`src/rtl/tri_fetch.sv`:
```
// tri_fetch: walks instances and triangles, gathers three vertices plus transform per triangle.
// Optional macro TRI_FETCH_CULL_DEGEN_EN drops triangles whose indices repeat.
module tri_fetch #(
  parameter int MAX_VERT    = 8192,
  parameter int MAX_TRI     = 8192,
  parameter int MAX_INST    = 256,
  parameter int VIDX_W      = 8,
  parameter int TIDX_W      = 8,
  parameter int VTX_W       = 108,
  parameter int TRANS_W     = 288,
  parameter int VERT_ADDR_W = $clog2(MAX_VERT),
  parameter int TRI_ADDR_W  = $clog2(MAX_TRI),
  parameter int INST_W      = $clog2(MAX_INST),
  parameter int TRI_W       = 3 * VIDX_W
) (
  input  logic                   clk,
  input  logic                   rst,
  input  logic                   start,
  input  logic [INST_W:0]        inst_count,
  output logic [INST_W-1:0]      inst_id_rd,
  output logic [TRI_ADDR_W-1:0]  tri_addr_rd,
  output logic [VERT_ADDR_W-1:0] vert_addr_rd,
  input  logic [VERT_ADDR_W-1:0] vert_base_in,
  input  logic [TRI_ADDR_W-1:0]  tri_base_in,
  input  logic [TIDX_W-1:0]      tri_count_in,
  input  logic [TRANS_W-1:0]     transform_in,
  input  logic [TRI_W-1:0]       idx_tri_in,
  input  logic [VTX_W-1:0]       vert_in,
  output logic                   out_valid,
  input  logic                   out_ready,
  output logic [VTX_W-1:0]       out_v0,
  output logic [VTX_W-1:0]       out_v1,
  output logic [VTX_W-1:0]       out_v2,
  output logic [TRANS_W-1:0]     out_transform,
  output logic [INST_W-1:0]      out_inst_id,
  output logic                   busy,
  output logic                   frame_done
);

  typedef enum logic [3:0] {
    S_IDLE,
    S_LOAD_INST,
    S_LOAD_XFORM,
    S_FETCH_TRI,
    S_CAP_TRI,
    S_FETCH_V0,
    S_FETCH_V1,
    S_FETCH_V2,
    S_CAP_V2,
    S_EMIT,
    S_NEXT_INST
  } state_t;

  state_t                 state_q, state_d;
  logic [INST_W:0]        inst_ctr_q, inst_ctr_d;
  logic [INST_W-1:0]      inst_id_q, inst_id_d;
  logic [TIDX_W-1:0]      tri_ctr_q, tri_ctr_d;
  logic [TIDX_W-1:0]      tri_count_q, tri_count_d;
  logic [VERT_ADDR_W-1:0] vert_base_q, vert_base_d;
  logic [TRI_ADDR_W-1:0]  tri_base_q, tri_base_d;
  logic [TRI_ADDR_W-1:0]  tri_addr_q, tri_addr_d;
  logic [VERT_ADDR_W-1:0] vert_addr_q, vert_addr_d;
  logic [VIDX_W-1:0]      idx1_q, idx1_d;
  logic [VIDX_W-1:0]      idx2_q, idx2_d;
  logic [VTX_W-1:0]       v0_q, v0_d;
  logic [VTX_W-1:0]       v1_q, v1_d;
  logic [VTX_W-1:0]       v2_q, v2_d;
  logic [TRANS_W-1:0]     xform_q, xform_d;
  logic [INST_W-1:0]      oid_q, oid_d;
  logic                   valid_q, valid_d;
  logic                   busy_q, busy_d;
  logic                   done_q, done_d;

  logic [VIDX_W-1:0]      i0, i1, i2;
  logic [TIDX_W-1:0]      tri_nxt;
  logic [INST_W:0]        inst_nxt;

  assign i0       = idx_tri_in[VIDX_W-1:0];
  assign i1       = idx_tri_in[2*VIDX_W-1:VIDX_W];
  assign i2       = idx_tri_in[TRI_W-1:2*VIDX_W];
  assign tri_nxt  = tri_ctr_q + TIDX_W'(1);
  assign inst_nxt = inst_ctr_q + (INST_W+1)'(1);

`ifdef TRI_FETCH_CULL_DEGEN_EN
  logic degen;
  assign degen = (i0 == i1) || (i1 == i2) || (i0 == i2);
`endif

  // Vertex address wraps inside the vertex RAM.
  function automatic logic [VERT_ADDR_W-1:0] vaddr(
    input logic [VERT_ADDR_W-1:0] base,
    input logic [VIDX_W-1:0]      idx
  );
    return base + VERT_ADDR_W'(idx);
  endfunction

  // Next-state and datapath updates for the fetch sequencer.
  always_comb begin
    state_d     = state_q;
    inst_ctr_d  = inst_ctr_q;
    inst_id_d   = inst_id_q;
    tri_ctr_d   = tri_ctr_q;
    tri_count_d = tri_count_q;
    vert_base_d = vert_base_q;
    tri_base_d  = tri_base_q;
    tri_addr_d  = tri_addr_q;
    vert_addr_d = vert_addr_q;
    idx1_d      = idx1_q;
    idx2_d      = idx2_q;
    v0_d        = v0_q;
    v1_d        = v1_q;
    v2_d        = v2_q;
    xform_d     = xform_q;
    oid_d       = oid_q;
    valid_d     = valid_q;
    busy_d      = busy_q;
    done_d      = 1'b0;
    unique case (state_q)
      S_IDLE: begin
        if (start) begin
          if (inst_count != '0) begin
            inst_ctr_d = '0;
            inst_id_d  = '0;
            busy_d     = 1'b1;
            state_d    = S_LOAD_INST;
          end else begin
            done_d = 1'b1;
          end
        end
      end
      S_LOAD_INST: begin
        vert_base_d = vert_base_in;
        tri_base_d  = tri_base_in;
        tri_count_d = tri_count_in;
        if (tri_count_in == '0) state_d = S_NEXT_INST;
        else                    state_d = S_LOAD_XFORM;
      end
      S_LOAD_XFORM: begin
        xform_d    = transform_in;
        oid_d      = inst_id_q;
        tri_ctr_d  = '0;
        tri_addr_d = tri_base_q;
        state_d    = S_FETCH_TRI;
      end
      S_FETCH_TRI: begin
        state_d = S_CAP_TRI;
      end
      S_CAP_TRI: begin
        idx1_d = i1;
        idx2_d = i2;
`ifdef TRI_FETCH_CULL_DEGEN_EN
        if (degen) begin
          tri_ctr_d = tri_nxt;
          if (tri_nxt == tri_count_q) begin
            state_d = S_NEXT_INST;
          end else begin
            tri_addr_d = tri_base_q + TRI_ADDR_W'(tri_nxt);
            state_d    = S_FETCH_TRI;
          end
        end else begin
          vert_addr_d = vaddr(vert_base_q, i0);
          state_d     = S_FETCH_V0;
        end
`else
        vert_addr_d = vaddr(vert_base_q, i0);
        state_d     = S_FETCH_V0;
`endif
      end
      S_FETCH_V0: begin
        vert_addr_d = vaddr(vert_base_q, idx1_q);
        state_d     = S_FETCH_V1;
      end
      S_FETCH_V1: begin
        v0_d        = vert_in;
        vert_addr_d = vaddr(vert_base_q, idx2_q);
        state_d     = S_FETCH_V2;
      end
      S_FETCH_V2: begin
        v1_d    = vert_in;
        state_d = S_CAP_V2;
      end
      S_CAP_V2: begin
        v2_d    = vert_in;
        valid_d = 1'b1;
        state_d = S_EMIT;
      end
      S_EMIT: begin
        if (out_ready) begin
          valid_d   = 1'b0;
          tri_ctr_d = tri_nxt;
          if (tri_nxt == tri_count_q) begin
            state_d = S_NEXT_INST;
          end else begin
            tri_addr_d = tri_base_q + TRI_ADDR_W'(tri_nxt);
            state_d    = S_FETCH_TRI;
          end
        end
      end
      S_NEXT_INST: begin
        inst_ctr_d = inst_nxt;
        if (inst_nxt == inst_count) begin
          done_d  = 1'b1;
          busy_d  = 1'b0;
          state_d = S_IDLE;
        end else begin
          inst_id_d = inst_nxt[INST_W-1:0];
          state_d   = S_LOAD_INST;
        end
      end
      default: state_d = S_IDLE;
    endcase
  end

  // State and datapath registers; reset abandons any frame in flight.
  always_ff @(posedge clk) begin
    if (rst) begin
      state_q     <= S_IDLE;
      inst_ctr_q  <= '0;
      inst_id_q   <= '0;
      tri_ctr_q   <= '0;
      tri_count_q <= '0;
      vert_base_q <= '0;
      tri_base_q  <= '0;
      tri_addr_q  <= '0;
      vert_addr_q <= '0;
      idx1_q      <= '0;
      idx2_q      <= '0;
      v0_q        <= '0;
      v1_q        <= '0;
      v2_q        <= '0;
      xform_q     <= '0;
      oid_q       <= '0;
      valid_q     <= 1'b0;
      busy_q      <= 1'b0;
      done_q      <= 1'b0;
    end else begin
      state_q     <= state_d;
      inst_ctr_q  <= inst_ctr_d;
      inst_id_q   <= inst_id_d;
      tri_ctr_q   <= tri_ctr_d;
      tri_count_q <= tri_count_d;
      vert_base_q <= vert_base_d;
      tri_base_q  <= tri_base_d;
      tri_addr_q  <= tri_addr_d;
      vert_addr_q <= vert_addr_d;
      idx1_q      <= idx1_d;
      idx2_q      <= idx2_d;
      v0_q        <= v0_d;
      v1_q        <= v1_d;
      v2_q        <= v2_d;
      xform_q     <= xform_d;
      oid_q       <= oid_d;
      valid_q     <= valid_d;
      busy_q      <= busy_d;
      done_q      <= done_d;
    end
  end

  assign inst_id_rd    = inst_id_q;
  assign tri_addr_rd   = tri_addr_q;
  assign vert_addr_rd  = vert_addr_q;
  assign out_valid     = valid_q;
  assign out_v0        = v0_q;
  assign out_v1        = v1_q;
  assign out_v2        = v2_q;
  assign out_transform = xform_q;
  assign out_inst_id   = oid_q;
  assign busy          = busy_q;
  assign frame_done    = done_q;

endmodule

```
`config.mk`:
```
export PLATFORM = sky130hd
export DESIGN_NAME = tri_fetch
export DESIGN_NICKNAME = d
export VERILOG_FILES = /design/src/rtl/tri_fetch.sv
export SDC_FILE = /design/constraint.sdc
export NUM_CORES = 2
export LEC_CHECK = 0
export BUFFER_PORTS_ARGS = -buffer_cell sky130_fd_sc_hd__buf_2
export CAP_MARGIN = 10
export CORE_AREA = 10 10 426 428
export DETAILED_ROUTE_END_ITERATION = 8
export DIE_AREA = 0 0 436 438
export GPL_TIMING_DRIVEN = 0
export PLACE_DENSITY = 0.36
export SLEW_MARGIN = 0
export SYNTH_ARGS = -nofsm -noshare
export SYNTH_HDL_FRONTEND = slang
export SYNTH_SLANG_ARGS = --single-unit
```
`constraint.sdc`:
```
create_clock -name clk -period 3.7 [get_ports clk]
set_clock_uncertainty 0.15 [all_clocks]
set_input_delay 0.185 -clock clk [delete_from_list [all_inputs] [get_ports clk]]
set_output_delay 0.185 -clock clk [all_outputs]
set_load 0.02 [all_outputs]
```
==> flow_metrics.env <==
export IMPL_drc=0
export IMPL_grt_pass1_vias=30500
export IMPL_status="completed"
export IMPL_cts_clk_slew_worst_paths_ns=0.06
export IMPL_synthesis_area_um2=27000
export IMPL_worstPathMaxFanout=9
export IMPL_layout_drive_gt1_share_pct=25.8
export IMPL_slew_headroom_pct=29.4
export IMPL_rsz0062_at_grt="no"
export IMPL_final_hold_violation_count=0
export IMPL_start_util_pct=15.6
export IMPL_root_buffer="clkbuf_16"
export IMPL_yosysSeqAreaShare_pct=53.9
export IMPL_drv_slew=0
export IMPL_synth_edf_count=0
export IMPL_p_leak_uw=0.0178
export IMPL_die_h_um=438
export IMPL_cts_tree="yes"
export IMPL_vdd_ir_drop_max_mv=0.336
export IMPL_globalRoute_busiestLayer="met2"
export IMPL_die_w_um=436
export IMPL_routedWlPerCell_um=22.1
export IMPL_worst_pin_slew_ns=1.06
export IMPL_worstSetupPathType="reg -> reg"
export IMPL_cp_data_arrival_time_ns=3.90
export IMPL_synth_seq_cells=728
export IMPL_cts_made_buffers=93
export IMPL_synth_warnings=0
export IMPL_cp_start_kind="register"
export IMPL_period_minus_slack_ns=3.42
export IMPL_die_area_um2=191000
export IMPL_overflow=0
export IMPL_antenna_found_initial=25
export IMPL_grt_start_max_net_pins=20
export IMPL_nets=5632
export IMPL_dp_hpwl_um=134000
export IMPL_place_gp_congestion=0.860
export IMPL_drtAntennaViolNets=0
export IMPL_grt_pass1_wl_um=231000
export IMPL_gr_usage_met2_pct=29.6
export IMPL_max_freq_mhz=292
export IMPL_end_kind="register"
export IMPL_worstPathRequired_ns=4.18
export IMPL_synthFlopType="dfxtp_1"
export IMPL_use_met3_pct=5.62
export IMPL_avgViaCountPerCell=3.99
export IMPL_async_flop_share_pct=0
export IMPL_gr_usage_met1_pct=17.6
export IMPL_final_setup_tns_ns=0
export IMPL_wl_um=167000
export IMPL_clock_latency_ns=0.72
export IMPL_clockBufferDepth=3
export IMPL_syn_inst=3473
export IMPL_total_power_uw=20500
export IMPL_htree_levels=3
export IMPL_max_cap_viol_count=0
export IMPL_rows=153
export IMPL_synth_net_count=3960
export IMPL_syn_area_per_cell_um2=7.79
export IMPL_finalSetupViolCount=0
export IMPL_grt_use_total_pct=16.5
export IMPL_drtPass1Iterations=5
export IMPL_hold_class="in -> reg"
export IMPL_pin_count=1124
export IMPL_fin_crit_sh_pct=92.5
export IMPL_vias=30200
export IMPL_first_iter_violations=1493
export IMPL_area_growth_pct=60.3
export IMPL_power_density_nw_per_um2=473
export IMPL_cts_sinks=728
export IMPL_core_um2=173000
export IMPL_port_buffers=1122
export IMPL_yosysUniqueCellTypes=66
layout by cell type, fill, tap and decap left out, types with 5 or more instances in the layout:
master | synthesis | final
nor3_2 | 9 | 9
xnor2_1 | 26 | 26
nor4_1 | 5 | 5
xor2_1 | 13 | 13
ha_1 | 18 | 18
dfxtp_1 | 728 | 726
a211oi_1 | 12 | 12
nor3b_1 | 6 | 6
a21oi_1 | 724 | 722
o21ai_0 | 18 | 18
nor2b_1 | 5 | 5
clkbuf_8 | 0 | 20
clkinv_2 | 0 | 19
diode_2 | 0 | 12
clkbuf_2 | 0 | 5
a21o_1 | 6 | 6
buf_1 | 7 | 5
inv_1 | 15 | 15
and3_1 | 8 | 8
a31oi_1 | 8 | 8
nand3_1 | 24 | 24
nand2b_1 | 8 | 7
nand2_1 | 1393 | 1392
o21a_1 | 6 | 6
clkbuf_1 | 226 | 235
clkbuf_16 | 0 | 96
buf_2 | 23 | 1146
o22ai_1 | 9 | 9
mux2i_1 | 7 | 7
dlygate4sd3_1 | 0 | 456
nor2_1 | 59 | 57
nor3_1 | 36 | 36
a211oi_2 | 7 | 7
logic make-up (layout without fill, tap and decap cells):
kind of cell    count (synthesis)  after routing  synth area share [%]
compound gates                825            825                  16.3
simple gates                 1573           1573                  22.9
other cells                     0             12                     0
xor+xnor                       41             41                  1.43
mux                            12             12                 0.467
buf+inv                       274           2019                  3.96
flops                         728            728                  53.9
fa+ha+maj                      20             20                 0.981
layout make-up:
type	count	area (µm²)
Sequential cell	728	14600
Antenna cell	12	30.0
Timing Repair Buffer	1581	10200
Buffer	254	1040
Clock inverter	29	284
Multi-Input combinational cell	2471	11500
Tap cell	2325	2910
Inverter	16	60.1
Fill cell	19400	130000
Clock buffer	139	2760
critical path, stage by stage, from the launching register on:
cell and delay (ns):
dfxtp_1 0.29, buf_2 0.17, nor2b_1 0.15, buf_4 0.20
nand2_8 0.11, o22ai_1 0.08, nor2_1 0.08, a21oi_1 0.06
a21oi_2 0.14, ha_1 0.18, inv_1 0.05, fa_1 0.40
nor2b_1 0.12, o21ai_0 0.11, a21boi_1 0.23, o21ai_2 0.16
a211oi_1 0.30, xnor2_1 0.12, a211oi_1 0.23
metrics by stage:
step                utilization, %  cell area, µm²  setup slack (ns)  hold WS (ns)  instances
floorplan                        -           27000             0.177         0.171       3473
global placement              20.6           35600            -0.771         0.278       6920
detailed placement            20.6           35600            -0.797         0.281       6923
CTS                           25.0           43300            0.0153       0.00160       7545
global route                  25.0           43300           0.00789        0.0468       7553
finish                        25.1           43400             0.278        0.0894       7555
sequential cells by signal (all words and copies together), names as in the netlist, 9 cells and up:
name / cells
out_v2: 108
vert_base_q: 13
tri_base_q: 13
out_transform: 288
out_v1: 108
out_v0: 108
vert_addr_rd: 13
inst_ctr_q: 9
tri_addr_rd: 13
final timing paths:
check                                                     from                              end  slack, ns  depth (start not counted)
worst max-delay path                   state_q[2]$_SDFFE_PP0P_    vert_addr_rd[10]$_SDFFE_PP0P_       0.28                         18
worst max register to register         state_q[2]$_SDFFE_PP0P_    vert_addr_rd[10]$_SDFFE_PP0P_       0.28                         18
worst min-delay path                         transform_in[213]  out_transform[213]$_SDFFE_PP0P_       0.09                          4
worst min register to register  out_transform[41]$_SDFFE_PP0P_   out_transform[41]$_SDFFE_PP0P_       0.30                          2
synth_stat cells (5+ instances only):
cell	instances	area share (%)
o22ai_1	9	0.21
ha_1	18	0.83
inv_1	15	0.21
a21oi_1	724	13
a31oi_1	8	0.19
a211oi_1	12	0.33
xnor2_1	26	0.84
buf_2	23	0.43
o21a_1	6	0.17
xor2_1	13	0.42
nor3_2	9	0.33
a21o_1	6	0.17
nor3b_1	6	0.17
nor2_1	59	0.82
nand2_1	1393	19
buf_1	7	0.097
nor2b_1	5	0.12
and3_1	8	0.19
nor3_1	36	0.67
nor4_1	5	0.12
nand2b_1	8	0.19
dfxtp_1	728	54
o21ai_0	18	0.33
a211oi_2	7	0.32
clkbuf_1	226	3.1
nand3_1	24	0.44
mux2i_1	7	0.26
per-layer routing:
| metal | up-vias | routed length [µm] |
|---|---|---|
| met1 | 14200 | 62600 |
| met2 | 970 | 84000 |
| met4 | 6 | 7360 |
| li1 | 14800 | - |
| met5 | - | 29 |
| met3 | 247 | 12700 |
report_power, final:
| part | internal, µW | switching, µW |
|---|---|---|
| clock | 5430 | 3840 |
| combinational | 1060 | 1860 |
| sequential | 8140 | 184 |
what timing repair did:
| action | 4_1_cts | 5_1_grt |
|---|---|---|
| resized for setup | 14 | 25 |
| endpoints found under the setup margin | 119 | 38 |
| endpoints found under the hold margin | 684 | 0 |
| setup buffers | 0 | 0 |
| pin swaps | 0 | 2 |
| hold buffers | 456 | 0 |
Note: power is estimated with default switching activity, not from simulation.
